<file path="src/rtl/ycr_mem_resp_sram_pkg.sv">
// ----------------------------------------------------------------------------
// ycr_mem_resp_sram_pkg : response and access-width encodings of the YCR memory
//                         interface, shared by the cross-bar and its targets.
// Revision: 1.0
// ----------------------------------------------------------------------------
`default_nettype none

package ycr_mem_resp_sram_pkg;

  localparam logic [1:0] RESP_NOTRDY = 2'd0;
  localparam logic [1:0] RESP_OK     = 2'd1;
  localparam logic [1:0] RESP_ER     = 2'd2;
  localparam logic [1:0] RESP_LOK    = 2'd3;

  localparam logic [1:0] WIDTH_BYTE  = 2'd0;
  localparam logic [1:0] WIDTH_HWORD = 2'd1;
  localparam logic [1:0] WIDTH_WORD  = 2'd2;

endpackage

`default_nettype wire

</file>
<file path="src/rtl/ycr_mem_bemask.sv">
// ----------------------------------------------------------------------------
// ycr_mem_bemask : byte-lane write mask and alignment check from access width
//                  and the two low address bits.
// Revision: 1.0
// ----------------------------------------------------------------------------
`default_nettype none

module ycr_mem_bemask
  import ycr_mem_resp_sram_pkg::*;
(
  input  logic [1:0] width,
  input  logic [1:0] addr_lo,
  output logic [3:0] wmask,
  output logic       misaligned
);

  always_comb begin
    wmask      = 4'h0;
    misaligned = 1'b0;
    case (width)
      WIDTH_BYTE: begin
        wmask = 4'b0001 << addr_lo;
      end
      WIDTH_HWORD: begin
        wmask      = 4'b0011 << addr_lo;
        misaligned = addr_lo[0];
      end
      WIDTH_WORD: begin
        wmask      = 4'hF;
        misaligned = |addr_lo;
      end
      // Width code 3 is undefined and is rejected like a misaligned access
      default: misaligned = 1'b1;
    endcase
  end

endmodule

`default_nettype wire

</file>
<file path="src/rtl/ycr_mem_resp_sram.sv">
// ----------------------------------------------------------------------------
// ycr_mem_resp_sram : YCR memory-interface target that serves single and burst
//                     commands from a single-port, 1-cycle-latency SRAM macro.
// Revision: 1.0
// ----------------------------------------------------------------------------
`default_nettype none

module ycr_mem_resp_sram
  import ycr_mem_resp_sram_pkg::*;
#(
  parameter int             AW        = 32,
  parameter int             DW        = 32,
  parameter int             BL_W      = 3,
  parameter int             MEM_AW    = 9,
  parameter logic [AW-1:0]  BASE_ADDR = 32'h0C00_0000
) (
  input  logic              clk,
  input  logic              rst_n,
  input  logic              req,
  output logic              req_ack,
  input  logic              cmd,
  input  logic [1:0]        width,
  input  logic [AW-1:0]     addr,
  input  logic [BL_W-1:0]   bl,
  input  logic [DW-1:0]     wdata,
  output logic [DW-1:0]     rdata,
  output logic [1:0]        resp,
  output logic              mem_csb,
  output logic              mem_web,
  output logic [3:0]        mem_wmask,
  output logic [MEM_AW-1:0] mem_addr,
  output logic [DW-1:0]     mem_din,
  input  logic [DW-1:0]     mem_dout
);

  localparam logic [1:0]        ST_IDLE = 2'd0;
  localparam logic [1:0]        ST_RD   = 2'd1;
  localparam logic [1:0]        ST_WR   = 2'd2;
  localparam logic [1:0]        ST_ERR  = 2'd3;
  localparam int                WIN_LSB = MEM_AW + 2;
  localparam logic [BL_W:0]     ONE     = 1;
  localparam logic [MEM_AW-1:0] PTR_ONE = 1;

  logic [1:0]        state, state_d;
  logic              cmd_q, cmd_d;
  logic [1:0]        width_q, width_d;
  logic [BL_W:0]     cnt, cnt_d;
  logic [MEM_AW-1:0] ptr, ptr_d;
  logic              rd_valid, rd_valid_d;
  logic [1:0]        resp_d;
  logic              csb_d, web_d;
  logic [3:0]        wmask_d;
  logic [MEM_AW-1:0] maddr_d;
  logic [DW-1:0]     din_d;

  logic              accept;
  logic [BL_W:0]     beats_in;
  logic [MEM_AW-1:0] word_in;
  logic [3:0]        bemask;
  logic              misaligned;
  logic              err_in;

  function automatic logic [DW-1:0] lane_repl(input logic [1:0] w, input logic [DW-1:0] d);
    case (w)
      WIDTH_BYTE:  lane_repl = {(DW/8){d[7:0]}};
      WIDTH_HWORD: lane_repl = {(DW/16){d[15:0]}};
      default:     lane_repl = d;
    endcase
  endfunction

  ycr_mem_bemask u_bemask (
    .width      (width),
    .addr_lo    (addr[1:0]),
    .wmask      (bemask),
    .misaligned (misaligned)
  );

  assign beats_in = (bl == '0) ? ONE : {1'b0, bl};
  assign word_in  = addr[MEM_AW+1:2];
  assign err_in   = (addr[AW-1:WIN_LSB] != BASE_ADDR[AW-1:WIN_LSB])
                  | misaligned
                  | ((beats_in > ONE) && (width != WIDTH_WORD));
  assign accept   = req & req_ack;

  // A read carries no further beats, so an errored read never acknowledges
  always_comb begin
    req_ack = 1'b0;
    case (state)
      ST_IDLE, ST_WR: req_ack = req;
      ST_ERR:         req_ack = req & cmd_q;
      default:        req_ack = 1'b0;
    endcase
  end

  always_ff @(posedge clk or negedge rst_n) begin
    if (!rst_n) state <= ST_IDLE;
    else        state <= state_d;
  end

  always_comb begin
    state_d = state;
    case (state)
      ST_IDLE: if (accept) begin
        if ((beats_in == ONE) && (err_in || cmd)) state_d = ST_IDLE;
        else if (err_in)                          state_d = ST_ERR;
        else if (cmd)                             state_d = ST_WR;
        else                                      state_d = ST_RD;
      end
      // No read on the bus means the LOK response is being presented now
      ST_RD:   if (mem_csb) state_d = ST_IDLE;
      ST_WR:   if (accept && (cnt == ONE)) state_d = ST_IDLE;
      ST_ERR:  if ((accept || !cmd_q) && (cnt == ONE)) state_d = ST_IDLE;
      default: state_d = ST_IDLE;
    endcase
  end

  always_comb begin
    resp_d     = RESP_NOTRDY;
    rd_valid_d = 1'b0;
    csb_d      = 1'b1;
    web_d      = 1'b1;
    wmask_d    = 4'h0;
    maddr_d    = mem_addr;
    din_d      = mem_din;
    ptr_d      = ptr;
    cnt_d      = cnt;
    cmd_d      = cmd_q;
    width_d    = width_q;
    case (state)
      ST_IDLE: if (accept) begin
        cmd_d   = cmd;
        width_d = width;
        cnt_d   = beats_in - ONE;
        if (err_in) begin
          resp_d = RESP_ER;
        end else begin
          csb_d   = 1'b0;
          maddr_d = word_in;
          ptr_d   = word_in + PTR_ONE;
          if (cmd) begin
            web_d   = 1'b0;
            wmask_d = bemask;
            din_d   = lane_repl(width, wdata);
            resp_d  = (beats_in == ONE) ? RESP_LOK : RESP_OK;
          end else begin
            cnt_d   = beats_in;
          end
        end
      end
      ST_RD: if (!mem_csb) begin
        resp_d     = (cnt == ONE) ? RESP_LOK : RESP_OK;
        rd_valid_d = 1'b1;
        cnt_d      = cnt - ONE;
        if (cnt != ONE) begin
          csb_d   = 1'b0;
          maddr_d = ptr;
          ptr_d   = ptr + PTR_ONE;
        end
      end
      ST_WR: if (accept) begin
        csb_d   = 1'b0;
        web_d   = 1'b0;
        wmask_d = 4'hF;
        maddr_d = ptr;
        ptr_d   = ptr + PTR_ONE;
        din_d   = lane_repl(width_q, wdata);
        resp_d  = (cnt == ONE) ? RESP_LOK : RESP_OK;
        cnt_d   = cnt - ONE;
      end
      ST_ERR: if (accept || !cmd_q) begin
        resp_d = RESP_ER;
        cnt_d  = cnt - ONE;
      end
      default: ;
    endcase
  end

  always_ff @(posedge clk or negedge rst_n) begin
    if (!rst_n) begin
      cmd_q     <= 1'b0;
      width_q   <= WIDTH_BYTE;
      cnt       <= '0;
      ptr       <= '0;
      rd_valid  <= 1'b0;
      resp      <= RESP_NOTRDY;
      mem_csb   <= 1'b1;
      mem_web   <= 1'b1;
      mem_wmask <= 4'h0;
      mem_addr  <= '0;
      mem_din   <= '0;
    end else begin
      cmd_q     <= cmd_d;
      width_q   <= width_d;
      cnt       <= cnt_d;
      ptr       <= ptr_d;
      rd_valid  <= rd_valid_d;
      resp      <= resp_d;
      mem_csb   <= csb_d;
      mem_web   <= web_d;
      mem_wmask <= wmask_d;
      mem_addr  <= maddr_d;
      mem_din   <= din_d;
    end
  end

  // The macro presents data one cycle after the access; it is qualified here
  assign rdata = rd_valid ? mem_dout : '0;

endmodule

`default_nettype wire

</file>
<file path="config.mk">
export PLATFORM = sky130hd
export DESIGN_NAME = ycr_mem_resp_sram
export DESIGN_NICKNAME = d
export VERILOG_FILES = /design/src/rtl/ycr_mem_resp_sram_pkg.sv /design/src/rtl/ycr_mem_bemask.sv /design/src/rtl/ycr_mem_resp_sram.sv
export SDC_FILE = /design/constraint.sdc
export NUM_CORES = 1
export LEC_CHECK = 0
export ABC_CLOCK_PERIOD_IN_PS = 2300
export CORE_MARGIN = 5
export CORE_UTILIZATION = 35
export DETAILED_ROUTE_END_ITERATION = 7
export PLACE_DENSITY_LB_ADDON = 0.1
export SYNTH_ARGS = -nofsm -noshare
export SYNTH_HDL_FRONTEND = slang
export SYNTH_SLANG_ARGS = --single-unit
</file>
<file path="constraint.sdc">
create_clock -name clk -period 2.3 [get_ports clk]
set_input_delay 0.575 -clock clk [delete_from_list [all_inputs] [get_ports clk]]
set_output_delay 0.575 -clock clk [all_outputs]
set_load 0.02 [all_outputs]
</file>
==> results.md <==
* Worst Setup Slack, final at 0.0603 ns
* Post-route cell area at 7170 um2
* Sequential share of power at 25.3%
* CP max stage delay at 0.45 ns
* Reg2reg path depth at 8
* Setup skew after layout at 0.00510 ns
* Starting density of the core at 35.5%
* Syn avg cell area at 8.83 um2
* Cells along the critical path: clkdlybuf4s50_1 -> nor2b_2 -> o2111ai_2 -> or3_4 -> a21oi_4 -> clkinv_4 -> buf_6 -> buf_4 -> nand2_1 -> o21ai_1
* Yosys warning count at 0
* Clock power frac at 17.6%
* First-pass GRT wire length at 22.9 mm
* Post-synth EDFFs at 0
* GR Util All Layers at 19.8%
* Final hold vios at 0
* Area grow syn2layout at 69.6%
* Io pins at 187
* Worst-path clk slew at 0.06 ns
* Distinct cell type count after synthesis at 52
* Worst rel slew slack at 66.2%
* Mapped Area at 4230 um2
* Worst skew pair latency at 0.34 ns
* Congestion Overflow GR at 0
* Met1 Routed Length at 6.20 mm
* Worst slew pin tran at 0.508 ns
* WL met3 at 727 um
* DR top layer: met5
* Largest net degree at the start of global routing at 69
* Hold Crit Class: primary input to asynchronous set/reset pin
* CTS Sinks at 68
* Combinational group share of total power at 57.1%
* Full die area at 14,400 um2
* Detailed Route WL at 14.3 mm
* WP data required at 2.53 ns
* Most common flop cell mapped by yosys: dfrtp_1
* Top achievable clock speed at 446 MHz
* Worst path slowest cell: clkdlybuf4s50_1
* Max VDD drop at 0.745 mV
* Antenna violations before repair at 2
* Reg-to-reg startpoint: state[1]
* Crit path launch type: primary input
* CTS tree: built
* Vias/cell at 4.97
* Clock Tree Buf Depth at 2
* Async set-reset flop share out of synthesis at 100%
* Final HPWL DP at 10.6 mm
* Total number of vias at 4,331
* Post-synthesis sequential area ratio at 40.3%
* Final nets at 832
* Hold slack at 0.269 ns
* Die width at 120 um
* WP data arrival at 2.47 ns
* IO Port Bufs at 186
* Power Density at 1210 nW/um2
* Synthesized net count at 593
* Net Sw Frac at 40.5%
* Met2 WL at 7.02 mm
* Synth top area share at 39.0%
* Yosys reg bits at 68
* Status: finished, final reports clean
* CTS buffer count at 9
* R2R Setup Slk at 0.10 ns
* Final antenna-violating net count at 0
* Core box area at 11,900 um2
* H-tree depth at 3
* Internal power at 5.16 mW
* FP Rows at 40
* Largest area contributor in the netlist: dfrtp_1
* CP Max Fanout at 7
* Crit. End Element: register
* Cells after Synth at 479
* Final std cells w/o fill at 871
* Dpl cells at 836
* DRT iter0 DRCs at 232
* Setup Viol. Count Final at 0
* Critical R2R Capture: ptr[7]
* Vias in the first global route at 4,379
* Drt drc at 0
* Clock Tree Root: clkbuf_16
* Dpl ws at -0.671 ns
* MaxCap Viol Count at 0
* Min cycle time layout at 2.24 ns
* Drt pass-1 iters at 4
* Leak at 3.38 nW
* Kind of critical path: primary input to register
* RePlAce Congestion at 0.805
* Share of post-route cells with drive strength above 1 at 19.8%
* CP top delay family: buffers and inverters
* Crit path buf inv count at 4
* NetSw at 3.51 mW
* RSZ-0062 raised after global routing: yes
* Hold-fix buffers, CTS at 0
* Placed inst area at 6600 um2
* Final Cycle Share at 97.4%
* Die height at 120 um
* Slew Limit Fails at 0
* Routed len/inst at 16.4 um
* Synth top area cells: dfrtp_1, mux2i_1, o21ai_0
## cell usage in the layout (no fill, tap or decap), types with 3 or more instances in the layout
master	instances
clkdlybuf4s50_1	132
dfrtp_1	66
buf_4	63
nand2_1	60
dlygate4sd2_1	46
o21ai_0	41
mux2i_1	41
and2_1	34
nor2_1	33
a21oi_1	32
inv_1	15
mux2_2	11
o21ai_1	11
clkbuf_16	9
ha_1	7
nor2b_1	6
a211o_1	6
xnor2_1	6
nor4_2	4
nand3_1	4
clkinv_4	4
nor3_2	4
dlymetal6s2s_1	4
inv_2	3
nor3_1	3
a32oi_1	3
a211oi_1	3
buf_12	3
## Yosys cell counts, types with 8 or more instances
library cell,n
a21oi_1,32
and2_1,34
clkbuf_1,16
dfrtp_1,66
ha_1,9
inv_1,17
mux2_2,11
mux2i_1,44
nand2_1,60
nor2_1,36
o21ai_0,47
o21ai_1,8
## power by group through the flow
stage	Combinational (mW)	Sequential, mW	Clock, mW
6_report	4.95	2.19	1.52
5_1_grt	5.39	2.27	1.60
4_1_cts	4.89	2.19	1.55
3_5_place_dp	4.69	2.21	0
3_3_place_gp	4.61	2.19	0
2_1_floorplan	2.40	2.52	0
## stage by stage
step / utilization, % / power [mW] / setup TNS, ns
5_1_grt: 60.2 / 9.26 / -0.167
3_5_place_dp: 55.4 / 6.90 / -32.22
3_3_place_gp: 55.4 / 6.79 / -31.08
6_report: 60.2 / 8.66 / 0
2_1_floorplan: - / 4.91 / -0.342
4_1_cts: 59.4 / 8.63 / 0
## layout make-up
class                      count  area (um2)
fill                        1047        4740
tap                          147         184
clock buffer                   9         225
timing repair buffer         255        2370
timing repair inverter         1        3.75
sequential                    68        1700
inverter                      18        72.6
multi-input combinational    365        2510
clock inverter                 7         100
antenna                        1        2.50
## state kept, by name (all words and copies together) (netlist names), 2 cells and up
register,cells
mem_din,32
mem_addr,9
ptr,9
cnt,4
mem_wmask,4
resp,2
state,2
width_q,2
## cell families (layout without fill, tap and decap cells)
kind of cell    Yosys count  in the layout  share of synthesized area (%)
simple gates            174            174                           20.1
buf+inv                  47            290                           4.97
mux                      55             55                           13.3
xor+xnor                  9              9                           1.86
fa+ha+maj                 9              9                           2.66
other cells               0              1                              0
compound gates          117            118                           16.8
flops                    68             68                           40.3
## layer usage
metal,vias to the layer above,global-route usage [%]
li1,2140,-
met1,2032,24.4
met2,132,34.0
met3,25,4.57
met4,2,6.51
met5,-,0
## repair_timing
action | in CTS | in global routing
setup buffers | 12 | 4
endpoints found under the setup margin | 89 | 25
pin swaps | 13 | 13
cloned | 2 | 0
gates resized for setup | 72 | 26
## worst max-delay path by stage
stage               startpoint          end  cells after the start
finish                addr[26]  mem_addr[7]                     10
global route          state[1]       ptr[8]                     10
CTS                      bl[2]       ptr[5]                      8
detailed placement    width[0]   mem_din[5]                      7
global placement      addr[12]  mem_din[21]                      8
floorplan             width[0]  mem_addr[1]                     11
(Power assumes the default switching activity.)
